<file path="src/rtl/input_pack_mem_pkg.sv">
// Shared constants and state encoding for the frame-memory write path.
package input_pack_mem_pkg;
  localparam int BYTES_PER_WORD = 16;
  localparam int WORD_BITS      = 128;
  localparam int FRAME_WORDS    = 19200;

  typedef enum logic [1:0] {
    IDLE = 2'd0,
    FILL = 2'd1,
    DONE = 2'd2
  } state_t;
endpackage

</file>
<file path="src/rtl/input_pack_mem_if.sv">
// Upstream byte stream plus frame-memory write port of input_pack_mem.
interface input_pack_mem_if
  import input_pack_mem_pkg::*;
#(
  parameter int ADDR_W = 16
);
  logic                 start;
  logic [7:0]           DataIn;
  logic                 DataValid;
  logic                 input_base_offset;
  logic [ADDR_W-1:0]    WriteAddress;
  logic [WORD_BITS-1:0] WriteBus;
  logic                 WriteEnable;
  logic                 done;

  modport master (
    output start, DataIn, DataValid, input_base_offset,
    input  WriteAddress, WriteBus, WriteEnable, done
  );

  modport slave (
    input  start, DataIn, DataValid, input_base_offset,
    output WriteAddress, WriteBus, WriteEnable, done
  );
endinterface

</file>
<file path="src/rtl/input_pack_mem_byte_word_packer.sv">
// Packs bytes MSB-first into a 128-bit word; the finished word sits in its own
// holding register so the next group can start filling during the strobe.
module byte_word_packer
  import input_pack_mem_pkg::*;
(
  input  logic                 clock,
  input  logic                 reset,
  input  logic                 i_clr,
  input  logic                 i_en,
  input  logic [7:0]           i_byte,
  output logic [WORD_BITS-1:0] o_word,
  output logic                 o_word_valid
);
  localparam int CNT_W = $clog2(BYTES_PER_WORD);
  localparam logic [CNT_W-1:0] LAST_BYTE = CNT_W'(BYTES_PER_WORD - 1);

  logic [CNT_W-1:0]     r_cnt;
  logic [WORD_BITS-1:0] r_shift;
  logic [WORD_BITS-1:0] r_word;
  logic                 r_wvld;
  logic [WORD_BITS-1:0] w_ins;

  always_comb begin
    w_ins = r_shift;
    for (int k = 0; k < BYTES_PER_WORD; k++) begin
      if (r_cnt == CNT_W'(k)) w_ins[WORD_BITS-1-8*k -: 8] = i_byte;
    end
  end

  always_ff @(posedge clock or posedge reset) begin
    if (reset) begin
      r_cnt   <= '0;
      r_shift <= '0;
      r_word  <= '0;
      r_wvld  <= 1'b0;
    end else begin
      r_wvld <= 1'b0;
      if (i_clr) begin
        r_cnt <= '0;
      end else if (i_en) begin
        r_shift <= w_ins;
        r_cnt   <= r_cnt + CNT_W'(1);
        if (r_cnt == LAST_BYTE) begin
          r_word <= w_ins;
          r_wvld <= 1'b1;
        end
      end
    end
  end

  assign o_word       = r_word;
  assign o_word_valid = r_wvld;
endmodule

</file>
<file path="src/rtl/input_pack_mem.sv">
// Frame writer: packs incoming bytes into words and writes them sequentially
// into the memory half chosen by input_base_offset, then signals done.
module input_pack_mem
  import input_pack_mem_pkg::*;
#(
  parameter int WORDS  = 16,
  parameter int ADDR_W = 16
) (
  input  logic              clock,
  input  logic              reset,
  input_pack_mem_if.slave   bus
);
  localparam int CNT_W = (WORDS > 1) ? $clog2(WORDS) : 1;
  localparam logic [CNT_W-1:0] LAST_WORD = CNT_W'(WORDS - 1);

  state_t               r_state;
  state_t               w_next;
  logic [CNT_W-1:0]     r_wcnt;
  logic [ADDR_W-1:0]    r_addr;
  logic                 w_clr;
  logic                 w_en;
  logic                 w_wvld;
  logic                 w_last;
  logic [WORD_BITS-1:0] w_word;

  assign w_en   = (r_state == FILL) && bus.start && bus.DataValid;
  assign w_clr  = (r_state != FILL);
  assign w_last = (r_wcnt == LAST_WORD);

  byte_word_packer u_packer (
    .clock        (clock),
    .reset        (reset),
    .i_clr        (w_clr),
    .i_en         (w_en),
    .i_byte       (bus.DataIn),
    .o_word       (w_word),
    .o_word_valid (w_wvld)
  );

  always_ff @(posedge clock or posedge reset) begin
    if (reset) r_state <= IDLE;
    else       r_state <= w_next;
  end

  always_comb begin
    w_next = r_state;
    case (r_state)
      IDLE: if (bus.start) w_next = FILL;
      FILL: begin
        if (!bus.start)          w_next = IDLE;
        else if (w_wvld && w_last) w_next = DONE;
      end
      DONE: if (!bus.start) w_next = IDLE;
      default: w_next = IDLE;
    endcase
  end

  // The final word keeps its address so WriteAddress holds it through DONE.
  always_ff @(posedge clock or posedge reset) begin
    if (reset) begin
      r_addr <= '0;
      r_wcnt <= '0;
    end else begin
      case (r_state)
        IDLE: begin
          r_addr <= {bus.input_base_offset, {(ADDR_W-1){1'b0}}};
          r_wcnt <= '0;
        end
        FILL: begin
          if (bus.start && w_wvld) begin
            r_wcnt <= r_wcnt + CNT_W'(1);
            if (!w_last)
              r_addr <= {r_addr[ADDR_W-1], r_addr[ADDR_W-2:0] + (ADDR_W-1)'(1)};
          end
        end
        default: ;
      endcase
    end
  end

  assign bus.WriteAddress = r_addr;
  assign bus.WriteBus     = w_word;
  assign bus.WriteEnable  = w_wvld;
  assign bus.done         = (r_state == DONE);
endmodule

</file>
<file path="src/flat_wrapper.sv">
// flat-port wrapper written by rule: the top's interface ports become plain ports
module input_pack_mem_flat import input_pack_mem_pkg::*;
#(
  parameter int WORDS  = 16,
  parameter int ADDR_W = 16
)
  (clock, reset, bus_start, bus_DataIn, bus_DataValid, bus_input_base_offset, bus_WriteAddress, bus_WriteBus, bus_WriteEnable, bus_done);
  input_pack_mem_if #(.ADDR_W(ADDR_W)) bus_i ();
  input  logic clock;
  input  logic reset;
  input wire logic [$bits(bus_i.start)-1:0] bus_start;
  input wire logic [$bits(bus_i.DataIn)-1:0] bus_DataIn;
  input wire logic [$bits(bus_i.DataValid)-1:0] bus_DataValid;
  input wire logic [$bits(bus_i.input_base_offset)-1:0] bus_input_base_offset;
  output wire logic [$bits(bus_i.WriteAddress)-1:0] bus_WriteAddress;
  output wire logic [$bits(bus_i.WriteBus)-1:0] bus_WriteBus;
  output wire logic [$bits(bus_i.WriteEnable)-1:0] bus_WriteEnable;
  output wire logic [$bits(bus_i.done)-1:0] bus_done;
  assign bus_i.start = bus_start;
  assign bus_i.DataIn = bus_DataIn;
  assign bus_i.DataValid = bus_DataValid;
  assign bus_i.input_base_offset = bus_input_base_offset;
  assign bus_WriteAddress = bus_i.WriteAddress;
  assign bus_WriteBus = bus_i.WriteBus;
  assign bus_WriteEnable = bus_i.WriteEnable;
  assign bus_done = bus_i.done;
  input_pack_mem #(.WORDS(WORDS), .ADDR_W(ADDR_W)) u_core (.clock(clock), .reset(reset), .bus(bus_i));
endmodule
</file>
<file path="config.mk">
export PLATFORM = sky130hd
export DESIGN_NAME = input_pack_mem_flat
export DESIGN_NICKNAME = d
export VERILOG_FILES = /design/src/rtl/input_pack_mem_pkg.sv /design/src/rtl/input_pack_mem_if.sv /design/src/rtl/input_pack_mem_byte_word_packer.sv /design/src/rtl/input_pack_mem.sv /design/src/flat_wrapper.sv
export SDC_FILE = /design/constraint.sdc
export NUM_CORES = 1
export LEC_CHECK = 0
export ABC_CLOCK_PERIOD_IN_PS = 26400
export BUFFER_PORTS_ARGS = -buffer_cell sky130_fd_sc_hd__buf_4
export CAP_MARGIN = 20
export CORE_MARGIN = 2
export CORE_UTILIZATION = 25
export DETAILED_ROUTE_END_ITERATION = 8
export REMOVE_ABC_BUFFERS = 1
export SLEW_MARGIN = 15
export SYNTH_ARGS = -nofsm -noshare
export SYNTH_HDL_FRONTEND = slang
export SYNTH_SLANG_ARGS = --single-unit
</file>
<file path="constraint.sdc">
create_clock -name clock -period 26.4 [get_ports clock]
set_input_delay 5.28 -clock clock [delete_from_list [all_inputs] [get_ports clock]]
set_output_delay 5.28 -clock clock [all_outputs]
set_load 0.02 [all_outputs]
</file>
==> impl_results.md <==
* Critical Path Start Type: input port
* Top-area cell type share of the netlist area at slightly above 60%
* Most instantiated cells after synthesis: 275 x dfrtp_1, 173 x mux2_2, 101 x mux2_1
* FP Rows at just under 80
* Most numerous cell in the Yosys netlist: dfrtp_1
* Run status: complete, no violations
* Die H at between 200 and 250 µm
* Crit path kind: in -> reg
* First-pass GRT wire length at 41.50 mm
* Critical Path RT at 26.84 ns
* Syn Inst Count at roughly 730
* Number of max-cap violations at 0
* Top Ports at between 150 and 200
* Num CTS Buffers at 31
* Register area share after synthesis at about three fifths
* Residual DRC at 0
* Pwr dens at between 60 and 70 mW/mm²
* Starting Density at about a quarter
* Yosys warns at 0
* Peak VDD IR at roughly 0.035 mV
* Worst-Skew Late Latency at 0.57 ns
* Drt wl/cell at ~18 µm
* Crit Path Max Fanout at 77
* Fmax at 137.2 MHz
* CTS resizes at 0
* Fin. Hold Viols at 0
* Post-synthesis async set-or-reset flop share at between 90% and 100%
* RSZ-0062 raised after global routing: no
* Total gr overflow at 0
* Unique masters post-synth at 46
* RR Startpoint: u_core.r_state[1]
* Synthesized area per cell at approximately 15 µm²
* Die ar. at between 0.04 and 0.05 mm²
* Max-slew violations at 0
* Clock skew at around 0.011 ns
* CTS root buf: clkbuf_16
* Vias in the first global route at between 6000 and 7000
* Slowest-stage cell, CP: buf_4
* CTS Hold Bufs at 0
* Crit path cell chain: buf_4, nand3_1, nor2_4, nand3_4, inv_6, buf_4, mux2_2
* Max_slew headroom at 38.30%
* Final ANT Viol Nets at 0
* Routing usage on met1 at around 16%
* Post-Syn Area at about 0.011 mm²
* Most used DFF post-synth: dfrtp_1
* Die X at 214.9 µm
* Clock Sinks at roughly 280
* Met2 GRT Util at approximately 19%
* Most used routing layer: met2
* Placed insts at about 1400
* CP arrival at 7.73 ns
* Antenna Cells at 0
* EDFF count, synth at 0
* PnR Total Power at around 920 µW
* Yosys top cell by area: dfrtp_1
* Routability Congestion at 0.6926
* Final HPWL DP at around 16 mm
* Area Growth Syn to Fin at 24.76%
* Critical Path Most Common Cell: buf_4
* Setup TNS at 0 ns
* Nets at around 900
* Yosys reg bits at roughly 280
* H-tree depth at 1
* HP Start: u_core.u_packer.o_word[71]
* Reg clk slew, reported paths at 0.06 ns
* CP Capture Type: register
* Top cells by area, synth: dfrtp_1 62%, mux2_2 18%, mux2_1 10%, buf_6 1.3%, nand2_1 0.71%
* Via/cell ratio at approximately 4.3
* R2r setup slk at between 20 and 25 ns
* Drt total wl at around 27 mm
* Core area at 0.04403 mm²
* Reg area at between 0.006 and 0.007 mm²
* Leakage power at approximately 7.1 nW
* Worst-Margin Slew at around 0.93 ns
* Multi-input logic area at approximately 0.004 mm²
* Initial antenna violation count at 0
* # setup viols final at 0
* Fin util at roughly a third
* PortBufs at 158
* Fillcell total at 4407
* Crit-path max cell delay at roughly 0.67 ns
* Via count at between 6000 and 7000
* Clock Path Buffers at 3
* Post-Layout Cell Count at 1500
* Fraction of layout cells with a size suffix above 1 at between 40% and 50%
* Setup Fix Bufs, Post-CTS at 0
* Worst Hold Class: reg -> reg
* Gr usage total at 11.61%
* Iter 0 DRT Violations at 340
* Largest net degree at the start of global routing at approximately 160
* Met3 Use GR at 2.166%
* CTS tree: yes
* First-pass DRT Iterations at 4
* Fin crit share at 27.61%
* Post-layout minimum cycle time at 7.290 ns
* Setup crit start: bus_start
worst paths after layout:
path | endpoint | cells past startpoint
min in group asynchronous | u_core.u_packer.o_word[17] | 2
min reg2reg | u_core.u_packer.o_word[71] | 1
max | u_core.u_packer.o_word[16] | 7
max in group asynchronous | u_core.u_packer.o_word[45] | 3
max reg2reg | u_core.u_packer.o_word[16] | 6
min | u_core.u_packer.o_word[71] | 1
final cells by class:
type / instances / area share, %
Timing Repair Buffer: 162 / 8.860
Multi-Input combinational cell: 404 / 28.21
Inverter: 9 / 0.3338
Clock buffer: 46 / 6.505
Tap cell: 592 / 5.341
Sequential cell: 275 / 49.62
Clock inverter: 12 / 1.128
report_power, final:
| group | internal, mW | total, mW | switching [mW] |
|---|---|---|---|
| combinational | 0.0152 | 0.0398 | 0.0246 |
| sequential | 0.434 | 0.440 | 0.00605 |
| clock | 0.266 | 0.444 | 0.178 |
per-stage QoR:
| step | area, µm² | hold slack (ns) | worst slack, ns |
|---|---|---|---|
| 5_1_grt | 13870 | 0.4969 | 18.92 |
| 4_1_cts | 13870 | 0.4867 | 19.06 |
| 2_1_floorplan | 10830 | 0.4587 | 13.54 |
| 3_5_place_dp | 12810 | 0.4727 | 18.43 |
| 6_report | 13870 | 0.4831 | 19.11 |
| 3_3_place_gp | 12810 | 0.4666 | 18.50 |
logic make-up (layout without fill, tap and decap cells):
family                     Yosys count  in the layout  share of synthesized area [%]
buffers and inverters               54            229                          2.893
adders and majority gates            6              6                         0.6754
xor gates and xnor gates             4              4                         0.3152
DFF                                275            275                          61.91
and+or+nand+nor                     85             85                          4.255
AOI/OAI and AO/OA                   35             35                          2.195
muxes                              274            274                          27.76
layer usage:
metal | part of all wire, % | up-vias
met5 | 0 | -
met4 | 1.5 | 0
met3 | 4.3 | 30
met2 | 47 | 113
met1 | 47 | 3397
li1 | - | 2924
critical path: cells and delay by family:
kind	cells	cell delay [ns]
buffers and inverters	3	1.44
multiplexers	1	0.40
AND/OR/NAND/NOR	3	0.55
placed cells by master (no fill, tap or decap), types with 4 or more instances in the layout:
cell,Yosys,layout
a21oi_1,9,9
a22o_1,4,4
buf_4,0,161
clkbuf_1,20,8
clkbuf_16,0,31
clkbuf_8,0,7
dfrtp_1,275,275
ha_1,6,6
inv_1,8,7
inv_6,0,4
mux2_1,101,101
mux2_2,173,173
nand2_1,21,21
nand3_1,11,11
nand4_1,5,5
nor2_1,13,13
nor3_1,6,6
o21ai_0,5,5
o31ai_1,7,7
or4_1,7,7
sequential cells by signal, indices dropped and copies added (netlist names):
signal and count:
u_core.u_packer.o_word 128, u_core.u_packer.r_shift 120, u_core.bus.WriteAddress 16, u_core.r_wcnt 4, u_core.u_packer.r_cnt 4, u_core.r_state 2, u_core.u_packer.o_word_valid 1
(Power assumes the default switching activity.)
